$ cat src/rtl/mem_request_unit.sv
// mem_request_unit: load/store initiator onto a 64-bit doubleword memory port
// Ports:
//   clk, reset (async, active-low)
//   req_*  : valid/ready request from MEM stage (write, size, signed, addr, wdata)
//   resp_* : valid/ready response (rdata extended load data, err)
//   mem_*  : doubleword port (write enable, aligned addr, write data, comb read data, err)
module mem_request_unit #(
    parameter int ADDR_W      = 64,
    parameter bit ALIGN_CHECK = 1
) (
    input  logic              clk,
    input  logic              reset,
    input  logic              req_valid,
    output logic              req_ready,
    input  logic              req_write,
    input  logic [1:0]        req_size,
    input  logic              req_signed,
    input  logic [ADDR_W-1:0] req_addr,
    input  logic [63:0]       req_wdata,
    output logic              resp_valid,
    input  logic              resp_ready,
    output logic [63:0]       resp_rdata,
    output logic              resp_err,
    output logic              mem_write_enabled,
    output logic [ADDR_W-1:0] mem_addr,
    output logic [63:0]       mem_w_data,
    input  logic [63:0]       mem_r_data,
    input  logic              mem_err
);
    typedef enum logic [1:0] {IDLE, READ, WRITE, RESP} state_t;
    state_t              r_state, w_next;
    logic                r_write, w_write;
    logic [1:0]          r_size, w_size;
    logic                r_signed, w_signed;
    logic [ADDR_W-1:0]   r_addr, w_addr;
    logic [63:0]         r_wdata, w_wdata;
    logic [63:0]         r_rdata, w_rdata;
    logic                r_err, w_err;
    logic [2:0]          w_lowmask;
    logic                w_mis;
    logic [5:0]          w_sh;
    logic [63:0]         w_rd_sh, w_ext, w_mask, w_merged;
    // Address bits that must be zero for the requested size
    assign w_lowmask = {&req_size, req_size[1], |req_size};
    assign w_mis     = |(req_addr[2:0] & w_lowmask);
    assign w_sh      = {r_addr[2:0], 3'b000};
    assign w_rd_sh   = mem_r_data >> w_sh;
    assign w_ext     = r_size == 2'd0 ? {{56{r_signed & w_rd_sh[7]}},  w_rd_sh[7:0]}  :
                       r_size == 2'd1 ? {{48{r_signed & w_rd_sh[15]}}, w_rd_sh[15:0]} :
                       r_size == 2'd2 ? {{32{r_signed & w_rd_sh[31]}}, w_rd_sh[31:0]} : w_rd_sh;
    assign w_mask    = r_size == 2'd0 ? 64'h0000_0000_0000_00FF :
                       r_size == 2'd1 ? 64'h0000_0000_0000_FFFF :
                       r_size == 2'd2 ? 64'h0000_0000_FFFF_FFFF : '1;
    // Read-modify-write: splice the store bytes into the doubleword just read
    assign w_merged  = (mem_r_data & ~(w_mask << w_sh)) | ((r_wdata & w_mask) << w_sh);
    always_comb begin
        w_next   = r_state;
        w_write  = r_write;
        w_size   = r_size;
        w_signed = r_signed;
        w_addr   = r_addr;
        w_wdata  = r_wdata;
        w_rdata  = r_rdata;
        w_err    = r_err;
        case (r_state)
            IDLE: if (req_valid) begin
                w_write  = req_write;
                w_size   = req_size;
                w_signed = req_signed;
                // Forcing low bits is a no-op for aligned requests, so it is always applied
                w_addr   = req_addr & ~{{(ADDR_W-3){1'b0}}, w_lowmask};
                w_wdata  = req_wdata;
                w_rdata  = '0;
                w_err    = 1'b0;
                if (ALIGN_CHECK && w_mis) begin
                    w_next = RESP;
                    w_err  = 1'b1;
                end else
                    w_next = (req_write && req_size == 2'd3) ? WRITE : READ;
            end
            READ: if (mem_err) begin
                w_next  = RESP;
                w_err   = 1'b1;
                w_rdata = '0;
            end else if (r_write) begin
                w_next  = WRITE;
                w_wdata = w_merged;
            end else begin
                w_next  = RESP;
                w_rdata = w_ext;
            end
            WRITE: begin
                w_next  = RESP;
                w_err   = mem_err;
                w_rdata = '0;
            end
            default: if (resp_ready) w_next = IDLE;
        endcase
    end
    always_ff @(posedge clk or negedge reset) begin
        if (!reset) begin
            r_state  <= IDLE;
            r_write  <= 1'b0;
            r_size   <= '0;
            r_signed <= 1'b0;
            r_addr   <= '0;
            r_wdata  <= '0;
            r_rdata  <= '0;
            r_err    <= 1'b0;
        end else begin
            r_state  <= w_next;
            r_write  <= w_write;
            r_size   <= w_size;
            r_signed <= w_signed;
            r_addr   <= w_addr;
            r_wdata  <= w_wdata;
            r_rdata  <= w_rdata;
            r_err    <= w_err;
        end
    end
    assign req_ready         = r_state == IDLE;
    assign resp_valid        = r_state == RESP;
    assign resp_rdata        = resp_valid ? r_rdata : '0;
    assign resp_err          = resp_valid & r_err;
    assign mem_write_enabled = r_state == WRITE;
    assign mem_addr          = (r_state == READ || r_state == WRITE) ? {r_addr[ADDR_W-1:3], 3'b000} : '0;
    assign mem_w_data        = mem_write_enabled ? r_wdata : '0;
endmodule

$ cat config.mk
export PLATFORM = sky130hd
export DESIGN_NAME = mem_request_unit
export DESIGN_NICKNAME = d
export VERILOG_FILES = /design/src/rtl/mem_request_unit.sv
export SDC_FILE = /design/constraint.sdc
export NUM_CORES = 1
export LEC_CHECK = 0
export CORE_AREA = 8 8 215 217
export DETAILED_ROUTE_END_ITERATION = 7
export DIE_AREA = 0 0 223 225
export PLACE_DENSITY = 0.61
export REMOVE_ABC_BUFFERS = 1
export SETUP_SLACK_MARGIN = 0.5
export SLEW_MARGIN = 20
export SYNTH_ARGS = -nofsm -noshare
export SYNTH_HDL_FRONTEND = slang
export SYNTH_SLANG_ARGS = --single-unit
$ cat constraint.sdc
create_clock -name clk -period 3.5 [get_ports clk]
set_input_delay 0.7 -clock clk [delete_from_list [all_inputs] [get_ports clk]]
set_output_delay 0.7 -clock clk [all_outputs]
set_load 0.01 [all_outputs]
Word-level counts from Yosys, hierarchy flattened
Index checks and enable logic that the tools add are counted. W data, S select, Z words.

Equality and inequality tests: 11. Shift-type cells: 3. Muxes and demuxes: 28. Bitwise gates (word level): 11. Reductions and logical operators: 15.

Operator list (number): $mux W64 (15); $and A64 B64 Y64 (3); $pmux W64 S3 (1); $pmux W64 S2 (1); $shl A64 B6 Y64 (2); $not A3 Y64 (1); $not A64 Y64 (1); $or A64 B64 Y64 (1); $shr A64 B6 Y64 (1); $eq A2 B2 Y1 const B (4); $mux W2 (4); $ne A2 B2 Y1 const B (4); $pmux W2 S3 (1); $reduce_and A2 Y1 (3); $reduce_and A3 Y1 (2); $mux W1 (5); $and A1 B1 Y1 (4); $eq A2 B1 Y1 const B (2); $logic_not A2 Y1 (2); $reduce_and A4 Y1 (1); $reduce_bool A4 Y1 (1); $and A3 B3 Y3 (1); $ne A3 B3 Y1 const B (1); $pmux W1 S3 (1); other kinds (6) (6).

Bits in registers: 199. Input bits: 201.

Depth between registers and ports, before layout
Gate-level depths: netlist of the first run.

Depth in word-level cells: 11. Depth in mapped cells: 11. Depth with buffers taken out: 7.

Worst setup path after synthesis of the first run
Ideal clock, no wire load.

Kind: register to register. Start point: register r_state[0]. End point: register r_wdata[36]. Library setup time: 0.132 ns. Arrival: 2.099 ns. Required time: 3.368 ns. Path slack: 1.269 ns. Cell stages (with the launch flop): 10. Path buffers: 2. Cells stage by stage: dfrtp_1 -> inv_1 -> ha_1 -> clkbuf_1 -> nor2_1 -> a211oi_1 -> nand2_1 -> clkbuf_1 -> a221oi_1 -> a21oi_1.

Cells in the longest elaborated chain, start to end: 3.

RTL lines: start, declared (line 31) `state_t r_state, w_next;`; start signal, assigned (line 111) `r_state <= w_next;`; $logic_not A2 Y1 *; named net req_ready (line 14) `output logic req_ready,`; $ne A2 B2 Y1 (no source line) or $reduce_bool A2 Y1 (tied branches); $reduce_and A4 Y1 (no source line); end signal, assigned (line 116) `r_wdata <= w_wdata;`; end, declared (line 36) `logic [63:0] r_wdata, w_wdata;`.

The timed path passes the listed nets; every way through them passes the cells marked *. A chain may end at the register's enable or synchronous reset.

Final worst setup path of the first run
Start point: register r_state[0]. End point: output port mem_addr[41].

Cells in the longest elaborated chain, start to end: 3.

RTL lines: $eq A2 B1 Y1 or $eq A2 B2 Y1 (tied branches) (line 126) `assign mem_addr = (r_state == READ || r_state == WRITE) ? {r_addr[ADDR_W-1:3], 3'b000} : '0;`; $logic_or A1 B1 Y1 * (line 126); $mux W64 * (line 126); end, declared (line 25) `output logic [ADDR_W-1:0] mem_addr,`.

Mark *: on every way between the ends. The rest lies on a longest branch, timed or not.

==> summary.md, run 1 <==
| Metric | Value |
|---|---|
| Clock Sinks | `199` |
| Synth unique cells | `62` |
| Grt ovf | `0` |
| Critical Path Max Stage Delay | `0.56 ns` |
| Synth Area in Compound Gates | `23.8%` |
| Maxcap violations | `0` |
| Main combinational cell family by area after synthesis | `compound AO/OA/AOI/OAI gates` |
| Final HPWL DP | `45.1 mm` |
| Largest net degree at the start of global routing | `81` |
| Post-layout min period | `2.92 ns` |
| Clk slew on worst S/H paths | `0.08 ns` |
| Antenna violations before repair | `7` |
| Slew headroom | `21.5%` |
| Residual DRC count | `0` |
| Pleak | `7.39 nW` |
| WS Path Type | `reg -> out` |
| P per Cell Area | `974 mW/mm^2` |
| Post-Synth XOR/XNOR Area | `0.0668%` |
| Post-Synth Simple-Gate Area | `19.5%` |
| Ys async rst share | `100%` |
| Initial Util | `30.7%` |
| I/O Buffers | `393` |
| Vias in the first global route | `13.3k` |
| Slowest-stage cell, CP | `clkdlybuf4s50_1` |
| Post-synthesis sequential area ratio | `38.0%` |
| Worst Hold Class | `in -> async` |
| Final setup fails | `0` |
| All-Layer GR Usage | `23.2%` |
| Clock buffer depth | `2` |
| Initial DRC Count | `1374` |
| Post-synthesis mux area share | `13.3%` |
| Layout area overhead | `39.8%` |
| DRT Pass-1 Iters | `5` |
| Crit path launch type | `register` |
| Setup crit end kind | `output pin` |
| Fmax | `342 MHz` |
| First-pass GRT wire length | `89.3 mm` |
| Max FO, Critical Path | `31` |
| Post-Syn Area per Cell | `9.05 um^2` |
| Mapped cell area | `0.0131 mm^2` |
| Adder-Cell Fraction of Synth Area | `0.382%` |
| Slew @ Worst Pin | `1.17 ns` |
| Gp weighted congestion | `0.953` |
| Post-Syn Instances | `1449` |
| Nets | `1985` |
| DP Cell Count | `2299` |
| Dominant synthesized flop cell | `dfrtp_1` |
| Die ar. | `0.0502 mm^2` |
| Core area | `0.0427 mm^2` |
| Non-Filler Instances | `2346` |
| Clock Tree Root | `clkbuf_16` |
| EDFF count, synth | `0` |
| Worst-path cell chain | `inv_2 > ha_4 > buf_12 > and2_1 > clkdlybuf4s50_1` |
| H-tree depth | `4` |
| Antenna-violating nets left | `0` |
| Max Slew Vio Count | `0` |
| Row Count | `76` |
| Total of warnings raised by yosys | `0` |
| Final-report hold violation count | `0` |
| Critical path arrival | `2.22 ns` |
| Max IR drop VDD | `0.000890 V` |
| Synth Register Bits | `199` |
| DR vias | `13.1k` |
| Top-Level Pins | `397` |
| Wire per inst | `25.9 um` |
| Worst-Skew Late Latency | `0.45 ns` |
| Die width | `223 um` |
| WHS | `0.221 ns` |
| DRT Wirelength | `60.8 mm` |
| Commonest non-fill, non-tap cell in the layout | `clkdlybuf4s50_1` |
| Skew final | `0.0193 ns` |
| CTS tree | `yes` |
| Die height | `225 um` |
| Vias per cell | `5.60` |
| Most frequent cells in the layout | `clkdlybuf4s50_1 (377), dfrtp_1 (196), and2_1 (192)` |
| Cts bufs inserted | `17` |
| Layout cells sized above 1 | `11.5%` |
| Final worst-path cycle share | `83.5%` |
| RSZ-0062 raised after global routing | `no` |
| Status | `finished clean` |
| FILL cells | `4136` |
| Critical path required time | `2.80 ns` |
-- state kept, by name, summed over array words and instances, names as in the netlist --
name,cells
r_rdata,64
r_size,2
r_write,1
r_signed,1
r_addr,64
r_err,1
r_state,2
r_wdata,64
-- worst max-delay path, delay by kind of cell (launching register included) --
| kind | cells | cell delay [ns] |
|---|---|---|
| fa+ha+maj | 1 | 0.34 |
| buf+inv | 3 | 0.83 |
| flops | 1 | 0.41 |
| simple gates | 1 | 0.20 |
-- through the flow --
step | power (mW) | util, % | area, um^2 | setup slack, ns | setup TNS (ns)
3_5_place_dp | 15.5 | 41.2 | 17600 | 0.422 | 0
5_1_grt | 18.9 | 42.9 | 18300 | 0.508 | 0
3_3_place_gp | 15.4 | 41.2 | 17600 | 0.469 | 0
4_1_cts | 17.8 | 42.7 | 18200 | 0.504 | 0
6_report | 17.8 | 42.9 | 18300 | 0.579 | 0
2_1_floorplan | 10.5 | - | 12500 | -2.19 | -207.62
-- logic make-up after synthesis --
family	count (synthesis)
AO/OA/AOI/OAI	450
XOR/XNOR	1
adder cells (fa/ha/maj)	4
buffers and inverters	150
flip-flops	199
multiplexers	155
other	1
AND/OR/NAND/NOR	489
-- final timing paths --
path	from	end	slack (ns)	cells after the start
worst max-delay path	r_state[0]	mem_addr[41]	0.58	5
worst min-delay path	reset	r_addr[52]	0.22	1
worst max register to register	r_addr[0]	r_wdata[17]	0.61	6
worst min register to register	r_rdata[3]	r_rdata[3]	0.48	1
max in group asynchronous	reset	r_signed	2.42	2
min in group clk	r_rdata[3]	r_rdata[3]	0.48	1
-- report_power, final --
part / internal (mW) / switching [mW] / leakage (nW)
Combinational: 5.10 / 6.20 / 4.67
Clock: 0.942 / 0.989 / 0.267
Sequential: 3.42 / 1.20 / 2.46
Total: 9.46 / 8.38 / 7.39
-- routing by layer --
layer	wire [um]	vias to the layer above	share of wire (%)	global-route usage [%]
met5	27	-	0.044	0
li1	-	5924	-	-
met4	2170	4	3.6	9.22
met1	24600	6497	40	29.4
met2	29500	588	48	38.1
met3	4560	115	7.5	5.23
-- cell type report --
class	instances	area (um^2)	share of cell area (%)
repair buffers	448	4500	24.6
multi-input cells	1102	7540	41.1
well taps	546	683	3.73
diodes	7	17.5	0.0956
flip-flops and latches	199	4990	27.2
clock buffers	21	440	2.40
clock inverters	11	109	0.594
inverters	12	45.0	0.246
-- synth_stat cells (4+ instances only) --
cell type / count / area (um^2)
buf_1: 7 / 26.3
nand3b_1: 10 / 75.1
a31oi_1: 14 / 87.6
or3_1: 24 / 150
mux2i_1: 61 / 611
o22ai_1: 6 / 37.5
a211oi_1: 23 / 173
nand3_1: 9 / 45.0
o21ai_0: 114 / 571
buf_4: 7 / 52.6
a22oi_1: 12 / 90.1
a311oi_1: 4 / 35.0
mux2_2: 88 / 991
o31ai_1: 11 / 82.6
a22o_1: 42 / 368
nor2_1: 98 / 368
and2_1: 192 / 1200
a21oi_1: 67 / 335
nor2b_1: 5 / 31.3
o221a_2: 6 / 67.6
clkbuf_1: 96 / 360
o21a_1: 11 / 82.6
o2bb2ai_1: 5 / 43.8
a21o_1: 12 / 90.1
a2bb2oi_1: 13 / 114
ha_1: 4 / 50.1
mux4_2: 6 / 135
dfrtp_1: 199 / 4980
nand2b_1: 6 / 37.5
buf_2: 24 / 120
inv_1: 8 / 30.0
o211ai_1: 26 / 195
a221o_1: 26 / 260
o21ai_1: 13 / 65.1
nor3_1: 11 / 55.1
o221ai_1: 6 / 52.6
and3_1: 6 / 37.5
nand2_1: 114 / 428
a221oi_1: 29 / 254
-- timing repair --
item                       in CTS  in global routing
buffers inserted                4                  3
pin swaps                       2                  1
setup endpoints to repair     126                122
gates cloned                    1                  0
hold endpoints to repair        0                  0
resized for setup               6                 18
hold buffers                    0                  0
No activity file was read; power rests on OpenSTA's default activity.
==> run 2: changes to the inputs <==
--- a/config.mk
+++ b/config.mk
@@ -8,7 +8,7 @@
 export CORE_AREA = 8 8 215 217
 export DETAILED_ROUTE_END_ITERATION = 7
 export DIE_AREA = 0 0 223 225
-export PLACE_DENSITY = 0.61
+export PLACE_DENSITY = 0.63
 export REMOVE_ABC_BUFFERS = 1
 export SETUP_SLACK_MARGIN = 0.5
 export SLEW_MARGIN = 20
==> constraint.sdc (replaced) <==
create_clock -name clk -period 2.6 [get_ports clk]
set_input_delay 0.52 -clock clk [delete_from_list [all_inputs] [get_ports clk]]
set_output_delay 0.52 -clock clk [all_outputs]
set_load 0.01 [all_outputs]
==> run 2 against run 1 <==
Effect of this change: sequential power grew 34%; combinational power grew 110%; via count grew 11%; power grew 83%; sequential cell count is the same; design area grew 17%; sequential share of layout area shrank 4.0 points; count of clock-buffer cells in the layout shrank 2; critical path type unchanged; critical endpoint is now mem_w_data[58]; highest routed layer unchanged.
==> summary.md, run 2 (same netlist as run 1, synthesis figures left out) <==
| Metric | Value |
|---|---|
| Commonest non-fill, non-tap cell in the layout | `clkdlybuf4s50_1` |
| Residual DRC count | `0 (unchanged)` |
| Final setup fails | `0 (unchanged)` |
| Largest regs | `r_addr (64), r_rdata (64), r_wdata (64)` |
| Clk slew on worst S/H paths | `0.08 ns (about the same)` |
| Clock Tree Root | `clkbuf_16` |
| Skew final | `0.0226 ns (+0.00335 ns)` |
| Critical path arrival | `1.84 ns (-0.38 ns)` |
| Slew @ Worst Pin | `0.678 ns (-0.492 ns)` |
| Nets | `2114 (+6.5%)` |
| First-pass GRT wire length | `93.6 mm (+4.9%)` |
| Overall power | `32.6 mW (+83%)` |
| Max IR drop VDD | `0.000890 V (about the same)` |
| DP Cell Count | `2338 (+1.7%)` |
| Finished Core Util | `50.4% (+7.4 points)` |
| All-Layer GR Usage | `24.4% (+1.2 points)` |
| I/O Buffers | `393 (unchanged)` |
| Initial DRC Count | `1922 (+40%)` |
| Setup_tns | `0 ns (unchanged)` |
| Pleak | `9.15 nW (+24%)` |
| Vias in the first global route | `13.8k (+3.3%)` |
| Final HPWL DP | `46.5 mm (+3.2%)` |
| DR vias | `14.6k (+11%)` |
| H-tree depth | `4 (unchanged)` |
| Row Count | `76 (unchanged)` |
| Antenna violations before repair | `15 (+8)` |
| Cts bufs inserted | `17 (unchanged)` |
| Layout cells sized above 1 | `39.9% (+28 points)` |
| DRT Wirelength | `71.4 mm (+17%)` |
| Core area | `0.0427 mm^2 (unchanged)` |
| Hold_buf cts | `0 (unchanged)` |
| Post-layout min period | `2.36 ns` |
| Wire per inst | `28.8 um (+11%)` |
| Grt ovf | `0 (unchanged)` |
| Gp weighted congestion | `0.941 (-1.3%)` |
| Non-Filler Instances | `2477 (+5.6%)` |
| Vias per cell | `5.88 (+5.0%)` |
| FILL cells | `3837 (-7.2%)` |
| Die width | `223 um (unchanged)` |
| Most frequent cells in the layout | `clkdlybuf4s50_1 (198), dfrtp_1 (195), buf_6 (172)` |
| Die ar. | `0.0502 mm^2 (unchanged)` |
| Largest net degree at the start of global routing | `81 (unchanged)` |
| Antenna-violating nets left | `0 (unchanged)` |
| Critical path required time | `2.08 ns (-0.72 ns)` |
| DRT Pass-1 Iters | `7 (+2)` |
| Crit path launch type | `register` |
| Clock buffer depth | `2 (unchanged)` |
| Worst-Skew Late Latency | `0.46 ns (about the same)` |
| Fmax | `424 MHz` |
| CTS tree | `yes` |
| Reg2reg start | `r_addr[0]` |
| Maxcap violations | `0 (unchanged)` |
| P per Cell Area | `1520 mW/mm^2 (+56%)` |
| WS Path Type | `reg -> out` |
| Top-Level Pins | `397 (unchanged)` |
| Slew headroom | `54.6% (+33 points)` |
| Final worst-path cycle share | `90.7%` |
| Layout area overhead | `64.1%` |
| Initial Util | `30.7% (unchanged)` |
| Max FO, Critical Path | `8 (-74%)` |
| Final-report hold violation count | `0 (unchanged)` |
| RSZ-0062 raised after global routing | `yes` |
| Status | `finished clean` |
| Reg2reg setup slack | `0.27 ns (-0.34 ns)` |
| Setup crit end kind | `output pin` |
| Max Slew Vio Count | `0 (unchanged)` |
| Clock Sinks | `199 (unchanged)` |
| Worst Hold Class | `in -> async` |
| Reg-to-Reg End | `r_rdata[53]` |
| Die height | `225 um (unchanged)` |
| Worst reg-to-reg path cell count | `7 (+1)` |
-- run 2: changes by cell type in the layout (fill, tap and decap cells not counted), sizes merged --
cell           previous run  this run
clkdlybuf4s50           377       198
a211o                     3         4
nand2b                    7         8
clkdlybuf4s15             0        17
clkbuf                   22        49
clkinvlp                  0         2
inv                      14        13
clkinv                    9         4
dlymetal6s2s             15         2
buf                      55       328
bufinv                    0         3
diode                     7        12
-- run 2: layer usage --
metal  track usage (%)  vias to the layer above  share of wire (%)
li1                  -                     6209                  -
met1              31.5                     7112                 39
met2              38.4                     1013                 47
met3              6.18                      218                9.8
met4              10.9                        4                4.7
met5                 0                        -              0.027
-- run 2: worst max-delay path by stage --
stage                   startpoint        endpoint  slack, ns  cells past startpoint
floorplan                r_addr[0]     r_rdata[62]      -3.09                      4
global placement    mem_r_data[23]     r_rdata[62]       0.01                      6
detailed placement  mem_r_data[23]     r_rdata[35]      -0.04                      6
CTS                     r_state[0]   mem_w_data[5]       0.25                      7
global route            r_state[0]  mem_w_data[50]       0.17                      7
finish                  r_state[0]  mem_w_data[58]       0.24                      7
-- run 2: timing repair --
item                                    in CTS  in global routing
pin swaps                                    3                 70
gates cloned                                13                 39
gates resized for setup                    860                475
buffers inserted                            16                 30
endpoints found under the setup margin     301                320
-- run 2: cell type report --
type / instances / area [um^2] / share of cell area (%)
Tap cell: 546 / 683 / 3.18
Clock inverter: 10 / 143 / 0.663
Inverter: 12 / 48.8 / 0.227
Timing Repair Buffer: 575 / 6660 / 31.0
Clock buffer: 19 / 453 / 2.11
Antenna cell: 12 / 30.0 / 0.140
Sequential cell: 199 / 4990 / 23.2
Multi-Input combinational cell: 1104 / 8500 / 39.5
-- run 2: stage by stage --
stage	area [um^2]	hold slack [ns]	setup slack [ns]
after floorplan	12500	0.224	-3.09
after global placement	18000	0.461	0.0117
after detailed placement	18000	0.463	-0.0399
after CTS	18700	0.0395	0.246
after global routing	21500	0.0489	0.170
final	21500	0.0318	0.241
-- run 2: where the power goes --
group          internal [mW]  switching, mW
combinational           11.9           11.7
sequential              4.62           1.57
clock                   1.56           1.32
-- run 2: critical path, stage by stage, from the launching register on --
cell and delay (ns):
dfrtp_1 0.42, inv_2 0.10, buf_6 0.10, ha_4 0.19, buf_8 0.15, clkbuf_16 0.17, and2_4 0.16, buf_6 0.10
==> run 3: changes to the inputs <==
--- a/config.mk
+++ b/config.mk
@@ -6,6 +6,7 @@
 export NUM_CORES = 1
 export LEC_CHECK = 0
 export CORE_AREA = 8 8 215 217
+export CTS_CLUSTER_SIZE = 10
 export DETAILED_ROUTE_END_ITERATION = 7
 export DIE_AREA = 0 0 223 225
 export PLACE_DENSITY = 0.63
==> constraint.sdc (replaced) <==
create_clock -name clk -period 2.6 [get_ports clk]
set_input_delay 0.52 -clock clk [delete_from_list [all_inputs] [get_ports clk]]
set_output_delay 0.52 -clock clk [all_outputs]
set_load 0.05 [all_outputs]
==> run 3 against run 2 <==
Effect of this change: cell count shrank 0.36%; sequential cell count unchanged; wire length decreased by 3.1%; critical path depth rose by 2; critical endpoint is now r_rdata[58]; largest cell class unchanged; largest power group unchanged; highest routed layer unchanged.
==> summary.md, run 3 (same netlist as run 1, synthesis figures left out) <==
| Metric | Value |
|---|---|
| P per Cell Area | `1600 mW/mm^2 (+5.6%)` |
| Core area | `0.0427 mm^2 (unchanged)` |
| Switching Power | `17.6 mW (+21%)` |
| FF/Latch Area | `0.00499 mm^2 (unchanged)` |
| Cts bufs inserted | `17 (unchanged)` |
| FILL cells | `3616 (-5.8%)` |
| Comb power frac | `75.7% (+3.5 points)` |
| Worst-path cell chain | `buf_12 > mux2i_4 > o211ai_1 > a31oi_2 > a2111oi_4 > buf_4 > buf_12 > buf_12 > a221o_1` |
| Top-Level Pins | `397 (unchanged)` |
| Int Pwr | `18.9 mW (+5.0%)` |
| Residual DRC count | `0 (unchanged)` |
| Crit path top cell by count | `buf_12` |
| Nets | `2104 (-0.47%)` |
| Max FO, Critical Path | `8 (unchanged)` |
| Grt ovf | `0 (unchanged)` |
| Skew final | `0.0191 ns (-0.00358 ns)` |
| H-tree depth | `4 (unchanged)` |
| Slowest-stage cell, CP | `dfrtp_4` |
| All-Layer GR Usage | `25.3% (+0.83 points)` |
| Slew @ Worst Pin | `1.05 ns (+0.375 ns)` |
| Area of the multi-input gates | `0.00830 mm^2 (-2.3%)` |
| Clock share of power | `7.5% (-1.3 points)` |
| Layout cells sized above 1 | `37.9% (-2.0 points)` |
| Pleak | `9.41 nW (+2.8%)` |
| Final setup fails | `0 (unchanged)` |
| Max IR drop VDD | `0.000660 V (-26%)` |
| Die width | `223 um (unchanged)` |
| Layout area overhead | `74.2%` |
| Die ar. | `0.0502 mm^2 (unchanged)` |
| Worst Hold Class | `in -> async` |
| Final instance area | `0.0228 mm^2 (+6.2%)` |
| Final worst-path cycle share | `92.5% (+1.7 points)` |
| DRT Wirelength | `69.2 mm (-3.1%)` |
| Crit path launch type | `register` |
| Wire per inst | `28.0 um (-2.7%)` |
| Worst Setup Slack, final | `0.196 ns (-0.0446 ns)` |
| Switching Fraction | `48.2% (+3.5 points)` |
| Gp weighted congestion | `0.943 (+0.21%)` |
| Final HPWL DP | `47.7 mm (+2.6%)` |
| Vias per cell | `5.80 (-1.3%)` |
| Vias in the first global route | `14.2k (+3.1%)` |
| Clk slew on worst S/H paths | `0.08 ns (about the same)` |
| WHS | `0.00591 ns (-0.0259 ns)` |
| CTS tree | `yes` |
| RSZ-0062 raised after global routing | `yes` |
| DR vias | `14.3k (-1.6%)` |
| Dpl ws | `-0.0602 ns (-0.0203 ns)` |
| DP Area | `0.0200 mm^2 (+11%)` |
| Max Slew Vio Count | `0 (unchanged)` |
| Post-layout min period | `2.40 ns (+0.0446 ns)` |
| Most frequent cells in the layout | `buf_12 (219), clkdlybuf4s50_1 (194), dfrtp_1 (193)` |
| Status | `finished clean` |
| Fmax | `416 MHz (-1.9%)` |
| WS Path Type | `reg -> reg` |
| Row Count | `76 (unchanged)` |
| Antenna-violating nets left | `0 (unchanged)` |
| Antenna violations before repair | `15 (unchanged)` |
| Clock buffer depth | `2 (unchanged)` |
| Final-report hold violation count | `0 (unchanged)` |
| First-pass GRT wire length | `96.3 mm (+2.9%)` |
| I/O Buffers | `393 (unchanged)` |
| Largest net degree at the start of global routing | `60 (-26%)` |
| Commonest non-fill, non-tap cell in the layout | `buf_12` |
| Critical path required time | `2.93 ns (+0.85 ns)` |
| Maxcap violations | `0 (unchanged)` |
| DRT Pass-1 Iters | `6 (-1)` |
| Initial DRC Count | `1785 (-7.1%)` |
| Slew headroom | `29.3% (-25 points)` |
| Finished Core Util | `53.5% (+3.1 points)` |
| Hold_buf cts | `0 (unchanged)` |
| Setup crit end kind | `register` |
| Critical path arrival | `2.73 ns (+0.89 ns)` |
| Largest regs | `r_addr (64), r_rdata (64), r_wdata (64)` |
| Initial Util | `30.7% (unchanged)` |
| Worst-Skew Late Latency | `0.46 ns (about the same)` |
| Flop pwr share | `16.8% (-2.2 points)` |
| Overall power | `36.6 mW (+12%)` |
| Clock Sinks | `199 (unchanged)` |
| Worst reg-to-reg path cell count | `9 (+2)` |
| Clock Tree Root | `clkbuf_16` |
| Critical Path Max Stage Delay | `0.54 ns (+0.12 ns)` |
| Die height | `225 um (unchanged)` |
==> run 3: critical path, delay by kind of cell (launching register included) <==
kind / cells / cell delay (ns)
buffers and inverters: 4 / 0.59
AO/OA/AOI/OAI: 4 / 0.91
flip-flops: 1 / 0.54
multiplexers: 1 / 0.24
==> run 3: final cells by class <==
cell class,count,share of cell area (%)
repair buffers,566,35.9
inverters,12,0.219
clock inverters,13,0.608
diodes,11,0.121
well taps,546,2.99
multi-input cells,1103,36.3
flip-flops and latches,199,21.9
clock buffers,18,1.92
==> run 3: timing repair <==
item	4_1_cts	5_1_grt
endpoints found under the setup margin	305	314
pin swaps	17	65
hold endpoints to repair	0	0
gates cloned	17	16
resized for setup	171	156
buffers inserted	23	27
==> run 3: stage by stage <==
step | TNS (ns) | cells
floorplan | -370.06 | 1313
global placement | -0.0120 | 2343
detailed placement | -1.39 | 2343
CTS | 0 | 2414
global route | 0 | 2465
finish | 0 | 2468
==> run 3: per-layer routing <==
layer	up-vias	GRT usage (%)	routed length (um)
met5	-	0	48
met4	8	10.9	3450
met3	216	6.34	6500
met2	948	40.3	32500
met1	6951	32.3	26700
li1	6197	-	-
==> run 3: worst paths after layout <==
check                               to  slack, ns           start
hold reg to reg            r_rdata[27]       0.48     r_rdata[27]
setup reg to reg           r_rdata[58]       0.20       r_addr[0]
max in group asynchronous  r_wdata[19]       1.83           reset
setup / recovery           r_rdata[58]       0.20       r_addr[0]
min in group clk           r_wdata[55]       0.47  mem_r_data[55]
hold / removal              r_addr[58]      0.006           reset
==> run 3: power groups by stage <==
stage                     sequential, mW  combinational, mW  clock, mW
after floorplan                     5.80               11.9          0
after global placement              5.93               22.4          0
after detailed placement            5.98               22.5          0
after CTS                           5.98               25.3       2.80
after global routing                6.25               28.7       2.90
final                               6.13               27.7       2.76
